<file path="config.mk">
export PLATFORM = sky130hd
export DESIGN_NAME = pipe_mem_access
export DESIGN_NICKNAME = d
export VERILOG_FILES = /design/src/rtl/pipe_mem_access_pkg.sv /design/src/rtl/pipe_mem_access_mwreg.sv /design/src/rtl/pipe_mem_access.sv
export SDC_FILE = /design/constraint.sdc
export NUM_CORES = 1
export LEC_CHECK = 0
export CAP_MARGIN = 20
export CELL_PAD_IN_SITES_DETAIL_PLACEMENT = 1
export CELL_PAD_IN_SITES_GLOBAL_PLACEMENT = 1
export CORE_MARGIN = 10
export CORE_UTILIZATION = 30
export CTS_CLUSTER_DIAMETER = 40
export DETAILED_ROUTE_END_ITERATION = 16
export GPL_TIMING_DRIVEN = 0
export PLACE_DENSITY_LB_ADDON = 0.15
export SYNTH_ARGS = -nofsm -noshare
export SYNTH_HDL_FRONTEND = slang
export SYNTH_HIERARCHICAL = 1
export SYNTH_SLANG_ARGS = --single-unit
</file>
<file path="constraint.sdc">
create_clock -name clk -period 3.9 [get_ports clk]
set_input_delay 0.78 -clock clk [delete_from_list [all_inputs] [get_ports clk]]
set_output_delay 0.78 -clock clk [all_outputs]
set_load 0.03 [all_outputs]
</file>
<file path="src/rtl/pipe_mem_access_pkg.sv">
// Shared types and defaults for the MEM-stage data-memory access block.
// Holds the FSM state encoding and the decode helpers used by the top and the bench.
package pipe_mem_access_pkg;

  localparam int DATA_W_DEF   = 32;
  localparam int RN_W_DEF     = 5;
  localparam int MAX_WAIT_DEF = 15;

  typedef enum logic {
    ST_IDLE = 1'b0,
    ST_WAIT = 1'b1
  } state_t;

  // Any load or store needs the data-memory port.
  function automatic logic is_access(input logic m2reg, input logic wmem);
    return m2reg | wmem;
  endfunction

  // Load-and-store together is executed as a store, so WB never selects memory data.
  function automatic logic wb_mem_sel(input logic m2reg, input logic wmem);
    return m2reg & ~wmem;
  endfunction

endpackage

</file>
<file path="src/rtl/pipe_mem_access_mwreg.sv">
// MEM/WB pipeline register. A bubble clears the control bits and leaves the
// data fields holding their previous contents.
module pipe_mwreg
  import pipe_mem_access_pkg::*;
#(
  parameter int DATA_W = DATA_W_DEF,
  parameter int RN_W   = RN_W_DEF
) (
  input  logic              clk,
  input  logic              rst,
  input  logic              bubble_i,
  input  logic              wreg_i,
  input  logic              m2reg_i,
  input  logic [DATA_W-1:0] mo_i,
  input  logic [DATA_W-1:0] alu_i,
  input  logic [RN_W-1:0]   rn_i,
  output logic              wreg_o,
  output logic              m2reg_o,
  output logic [DATA_W-1:0] mo_o,
  output logic [DATA_W-1:0] alu_o,
  output logic [RN_W-1:0]   rn_o
);

  logic              wreg_q;
  logic              m2reg_q;
  logic [DATA_W-1:0] mo_q;
  logic [DATA_W-1:0] alu_q;
  logic [RN_W-1:0]   rn_q;

  always_ff @(posedge clk or posedge rst) begin
    if (rst) begin
      wreg_q  <= 1'b0;
      m2reg_q <= 1'b0;
      mo_q    <= '0;
      alu_q   <= '0;
      rn_q    <= '0;
    end else if (bubble_i) begin
      wreg_q  <= 1'b0;
      m2reg_q <= 1'b0;
    end else begin
      wreg_q  <= wreg_i;
      m2reg_q <= m2reg_i;
      mo_q    <= mo_i;
      alu_q   <= alu_i;
      rn_q    <= rn_i;
    end
  end

  assign wreg_o  = wreg_q;
  assign m2reg_o = m2reg_q;
  assign mo_o    = mo_q;
  assign alu_o   = alu_q;
  assign rn_o    = rn_q;

endmodule

</file>
<file path="src/rtl/pipe_mem_access.sv">
// MEM stage: turns the EXE/MEM register into a req/ack data-memory transaction,
// stalls upstream while it waits, and abandons an access after MAX_WAIT waits.
module pipe_mem_access
  import pipe_mem_access_pkg::*;
#(
  parameter int DATA_W   = DATA_W_DEF,
  parameter int RN_W     = RN_W_DEF,
  parameter int MAX_WAIT = MAX_WAIT_DEF
) (
  input  logic              clk,
  input  logic              clr,
  input  logic              mwreg,
  input  logic              mm2reg,
  input  logic              mwmem,
  input  logic [DATA_W-1:0] malu,
  input  logic [DATA_W-1:0] mb,
  input  logic [RN_W-1:0]   mrn,
  output logic              dm_req,
  output logic              dm_we,
  output logic [DATA_W-1:0] dm_addr,
  output logic [DATA_W-1:0] dm_wdata,
  input  logic [DATA_W-1:0] dm_rdata,
  input  logic              dm_ack,
  output logic              mem_stall,
  output logic              wwreg,
  output logic              wm2reg,
  output logic [DATA_W-1:0] wmo,
  output logic [DATA_W-1:0] walu,
  output logic [RN_W-1:0]   wrn,
  output logic              mem_err
);

  localparam int                CNT_W   = $clog2(MAX_WAIT + 1);
  localparam logic [CNT_W-1:0]  CNT_MAX = CNT_W'(MAX_WAIT);
  localparam logic [CNT_W-1:0]  CNT_ONE = CNT_W'(1);

  state_t             state_q, state_d;
  logic [CNT_W-1:0]   cnt_q, cnt_d;
  logic               err_q, err_d;
  logic               acc;
  logic               ack_v;
  logic               stall;
  logic               bubble;
  logic [DATA_W-1:0]  mo_in;

  assign acc      = is_access(mm2reg, mwmem);
  // Reset drops any outstanding request immediately, not at the next edge.
  assign dm_req   = acc & ~clr;
  assign dm_we    = mwmem & dm_req;
  assign dm_addr  = malu;
  assign dm_wdata = mb;
  assign ack_v    = dm_ack & dm_req;

  always_comb begin
    state_d = state_q;
    cnt_d   = cnt_q;
    err_d   = err_q;
    stall   = 1'b0;
    bubble  = 1'b0;
    case (state_q)
      ST_IDLE: begin
        if (acc && !ack_v) begin
          stall   = 1'b1;
          bubble  = 1'b1;
          state_d = ST_WAIT;
          cnt_d   = CNT_ONE;
        end
      end
      ST_WAIT: begin
        if (ack_v) begin
          state_d = ST_IDLE;
          cnt_d   = '0;
        end else if (cnt_q < CNT_MAX) begin
          stall  = 1'b1;
          bubble = 1'b1;
          cnt_d  = cnt_q + CNT_ONE;
        end else begin
          // Timeout: squash the instruction and release the pipeline.
          err_d   = 1'b1;
          bubble  = 1'b1;
          state_d = ST_IDLE;
          cnt_d   = '0;
        end
      end
      default: begin
        state_d = ST_IDLE;
        cnt_d   = '0;
      end
    endcase
    if (clr) begin
      stall = 1'b0;
    end
  end

  always_ff @(posedge clk or posedge clr) begin
    if (clr) begin
      state_q <= ST_IDLE;
      cnt_q   <= '0;
      err_q   <= 1'b0;
    end else begin
      state_q <= state_d;
      cnt_q   <= cnt_d;
      err_q   <= err_d;
    end
  end

  assign mem_stall = stall;
  assign mem_err   = err_q;
  assign mo_in     = acc ? dm_rdata : '0;

  pipe_mwreg #(
    .DATA_W (DATA_W),
    .RN_W   (RN_W)
  ) u_mwreg (
    .clk      (clk),
    .rst      (clr),
    .bubble_i (bubble),
    .wreg_i   (mwreg),
    .m2reg_i  (wb_mem_sel(mm2reg, mwmem)),
    .mo_i     (mo_in),
    .alu_i    (malu),
    .rn_i     (mrn),
    .wreg_o   (wwreg),
    .m2reg_o  (wm2reg),
    .mo_o     (wmo),
    .alu_o    (walu),
    .rn_o     (wrn)
  );

endmodule

</file>
==> reports/results.tsv <==
stage	metric	value	unit
floorplan	die width	136	µm
worst_hold_path	worst hold endpoint	mem_err	
finish	FILL cells	1416	
finish	multi-input logic area	1450	µm²
worst_setup_path	Setup CP Type	input pin to output port	
sta	Slew @ Worst Pin	0.476	ns
sta	Slew Limit Headroom	0.683	
logic_synthesis	Netlist Area Pre-Place	4050	µm²
detailed_routing	via count	2929	
sta	FMAX	0.291	GHz
clocking	Clock Latency Late Sink	0.33	ns
finish	Syn-to-layout area delta	64.8	%
grt	first-pass GRT wire length	18900	µm
placement	GP Congestion	0.720	
logic_synthesis	EDFF count, synth	0	
logic_synthesis	Warnings, synthesis	6	
logic_synthesis	Syn Nets	400	
grt	initial antenna violation count	0	
worst_setup_path	reg-to-reg startpoint	state_q	
clocking	CTS Buf Count	9	
finish	Reg area	1930	µm²
logic_synthesis	Synth Register Bits	77	
worst_hold_path	HP Start	mem_err	
sta	Final setup viols	0	
finish	# diodes	0	
clocking	Post-CTS Repair Setup Buffers	0	
logic_synthesis	post-synthesis async set-or-reset flop share	1.00	
detailed_routing	# DRC	0	
sta	Hold Violations, Final	0	
grt	number of global-route vias before repair	3285	
power_and_ir_drop	Lkg Pwr	3.09	nW
placement	placed insts	682	
finish	fraction of layout cells with a size suffix above 1	0.312	
floorplan	cell row count	42	
worst_hold_path	min-delay worst type	flip-flop to flip-flop	
sta	final period utilization	0.880	
logic_synthesis	Main synth FF type	dfrtp_1	
detailed_routing	DR pass1 iterations	4	
grt	pin count of the biggest net entering global routing	37	
floorplan	Core ar.	13200	µm²
worst_setup_path	CP Max Fanout	10	
detailed_routing	Routed Antenna Nets	0	
worst_setup_path	crit path launch	mm2reg	
worst_setup_path	CP Launch Type	input pin	
detailed_routing	DRT Wirelength	12500	µm
worst_setup_path	worst path arrival time	2.65	ns
detailed_routing	Avg WL per Cell	17.9	µm
clocking	Post-CTS Hold Fix Bufs	0	
sta	post-route minimum period	3.43	ns
floorplan	starting density of the core	0.305	
power_and_ir_drop	PwrDens	464	nW/µm²
clocking	CTS Root Buffer Type	clkbuf_16	
logic_synthesis	Gate Count Post-Synth	292	
clocking	Reg clk slew, reported paths	0.06	ns
clocking	CTS tree	built	
clocking	clk sink count	77	
detailed_routing	iteration-0 DRC count of the detailed router	94	
worst_setup_path	Reg-to-Reg End	u_mwreg/alu_o[14]	
clocking	H-tree Lvls	3	
grt	global route total overflow	0	
worst_hold_path	hold depth	2	
power_and_ir_drop	Worst VDD drop	0.190	mV
logic_synthesis	Mean Syn Cell Area	13.9	µm²
sta	max-slew violations	0	
worst_setup_path	r2r setup slk	2.30	ns
detailed_routing	drt via density	4.21	
logic_synthesis	post-synthesis sequential area ratio	0.476	
worst_setup_path	CP endpoint kind	output port	
finish	final-stage net count	625	
floorplan	DIE AREA	18500	µm²
worst_setup_path	CP Data Required Time	3.12	ns
sta	Worst Skew	0.00578	ns
grt	All-Layer GR Usage	0.131	
logic_synthesis	Unique masters post-synth	31	
clocking	Clock Path Buffers	2	
clocking	cts repair resizes	0	
worst_setup_path	Reg2Reg Depth	6	
finish	Layout Cells excl Fill	696	
floorplan	I/O pin count	246	
sta	RSZ-0062 raised after global routing	false	
finish	fin util	0.503	
floorplan	die height	136	µm
placement	IO Port Bufs	213	
placement	Detailed Place HPWL	10100	µm
run	Max Cap Viol	0	
outcome	status	finished clean	
==> worst max path at each step <==
stage / endpoint / slack (ns) / cells after the start
4_1_cts: mem_stall / 0.43 / 6
5_1_grt: mem_stall / 0.38 / 6
6_report: mem_stall / 0.47 / 6
2_1_floorplan: u_mwreg/alu_o[0] / 1.32 / 1
3_3_place_gp: u_mwreg/alu_o[5] / -0.21 / 2
3_5_place_dp: mem_stall / 0.43 / 6
==> metrics by stage <==
stage	TNS, ns	hold slack (ns)	total power, mW	setup slack (ns)	cell area (µm²)
final	0	0.469	3.09	0.467	6670
after detailed placement	0	0.459	2.40	0.430	6420
after floorplan	0	0.548	1.84	1.32	4050
after global placement	-14.51	0.459	2.37	-0.208	6400
after global routing	0	0.503	3.25	0.384	6670
after CTS	0	0.473	3.15	0.430	6670
==> layout make-up <==
cell class                      count  share of cell area
Timing Repair Buffer              214               0.323
Sequential cell                    77               0.289
Multi-Input combinational cell    135               0.217
Buffer                             77              0.0985
Clock buffer                       11              0.0349
Tap cell                          176              0.0330
Clock inverter                      3             0.00225
Inverter                            3             0.00206
==> cells by family after synthesis <==
logic type      Yosys count  share of synthesized area
compound gates            9                     0.0152
fa+ha+maj                 1                    0.00309
xor+xnor                  2                    0.00433
buf+inv                  80                      0.165
flops                    77                      0.476
mux                      70                      0.258
simple gates             53                     0.0783
==> layer usage <==
metal  global-route usage  wire [µm]  vias to the layer above  part of all wire
met2                0.208       5760                      154              0.46
met1                0.152       5100                     1411              0.41
li1                     -          -                     1351                 -
met4               0.0438        182                        0             0.015
met3               0.0616       1420                       13              0.11
met5                    0          0                        -                 0
==> layout by cell type, fill, tap and decap left out, types with 2 or more instances in the layout <==
cell type / netlist / final
a21oi_1: 4 / 4
and2_1: 32 / 32
buf_12: 6 / 7
buf_4: 64 / 64
buf_6: 2 / 2
clkbuf_1: 1 / 3
clkbuf_16: 0 / 9
clkbuf_2: 2 / 2
clkdlybuf4s50_1: 0 / 213
clkinv_2: 0 / 3
dfrtp_1: 77 / 77
inv_1: 3 / 2
mux2_4: 68 / 68
nand2_1: 3 / 3
nand2b_1: 2 / 2
nor2_1: 6 / 6
nor2b_1: 4 / 4
xor2_1: 2 / 2
==> report_power, final <==
part | internal, mW | total, mW | leakage [nW] | switching [mW]
logic | 0.670 | 1.31 | 2.04 | 0.636
clock network | 0.420 | 0.722 | 0.125 | 0.302
registers | 0.962 | 1.06 | 0.926 | 0.100
total | 2.05 | 3.09 | 3.09 | 1.04
==> cells in the mapped netlist (all sizes together), types with 2 or more instances <==
master / instances / share of area
nor3: 2 / 0.0037
nor2: 6 / 0.0056
inv: 3 / 0.0028
dfrtp: 77 / 0.48
mux2: 69 / 0.26
nor2b: 4 / 0.0062
nand2b: 2 / 0.0031
and2: 32 / 0.049
buf: 74 / 0.16
clkbuf: 3 / 0.0034
nand2: 4 / 0.0056
xor2: 2 / 0.0043
a21oi: 4 / 0.0049
==> worst max-delay path, cell delays in order <==
cell and delay, ns:
clkdlybuf4s50_1 0.43, or2_1 0.25, buf_2 0.20, a21o_1 0.20, nor3_2 0.10, clkdlybuf4s50_1 0.69
==> flip-flops by register name (all words and copies together) (netlist names) <==
register,cells
u_mwreg/alu_o,32
u_mwreg/wreg_o,1
mem_err,1
u_mwreg/m2reg_o,1
state_q,1
cnt_q,4
u_mwreg/mo_o,32
u_mwreg/rn_o,5
No activity file was read; power rests on OpenSTA's default activity.
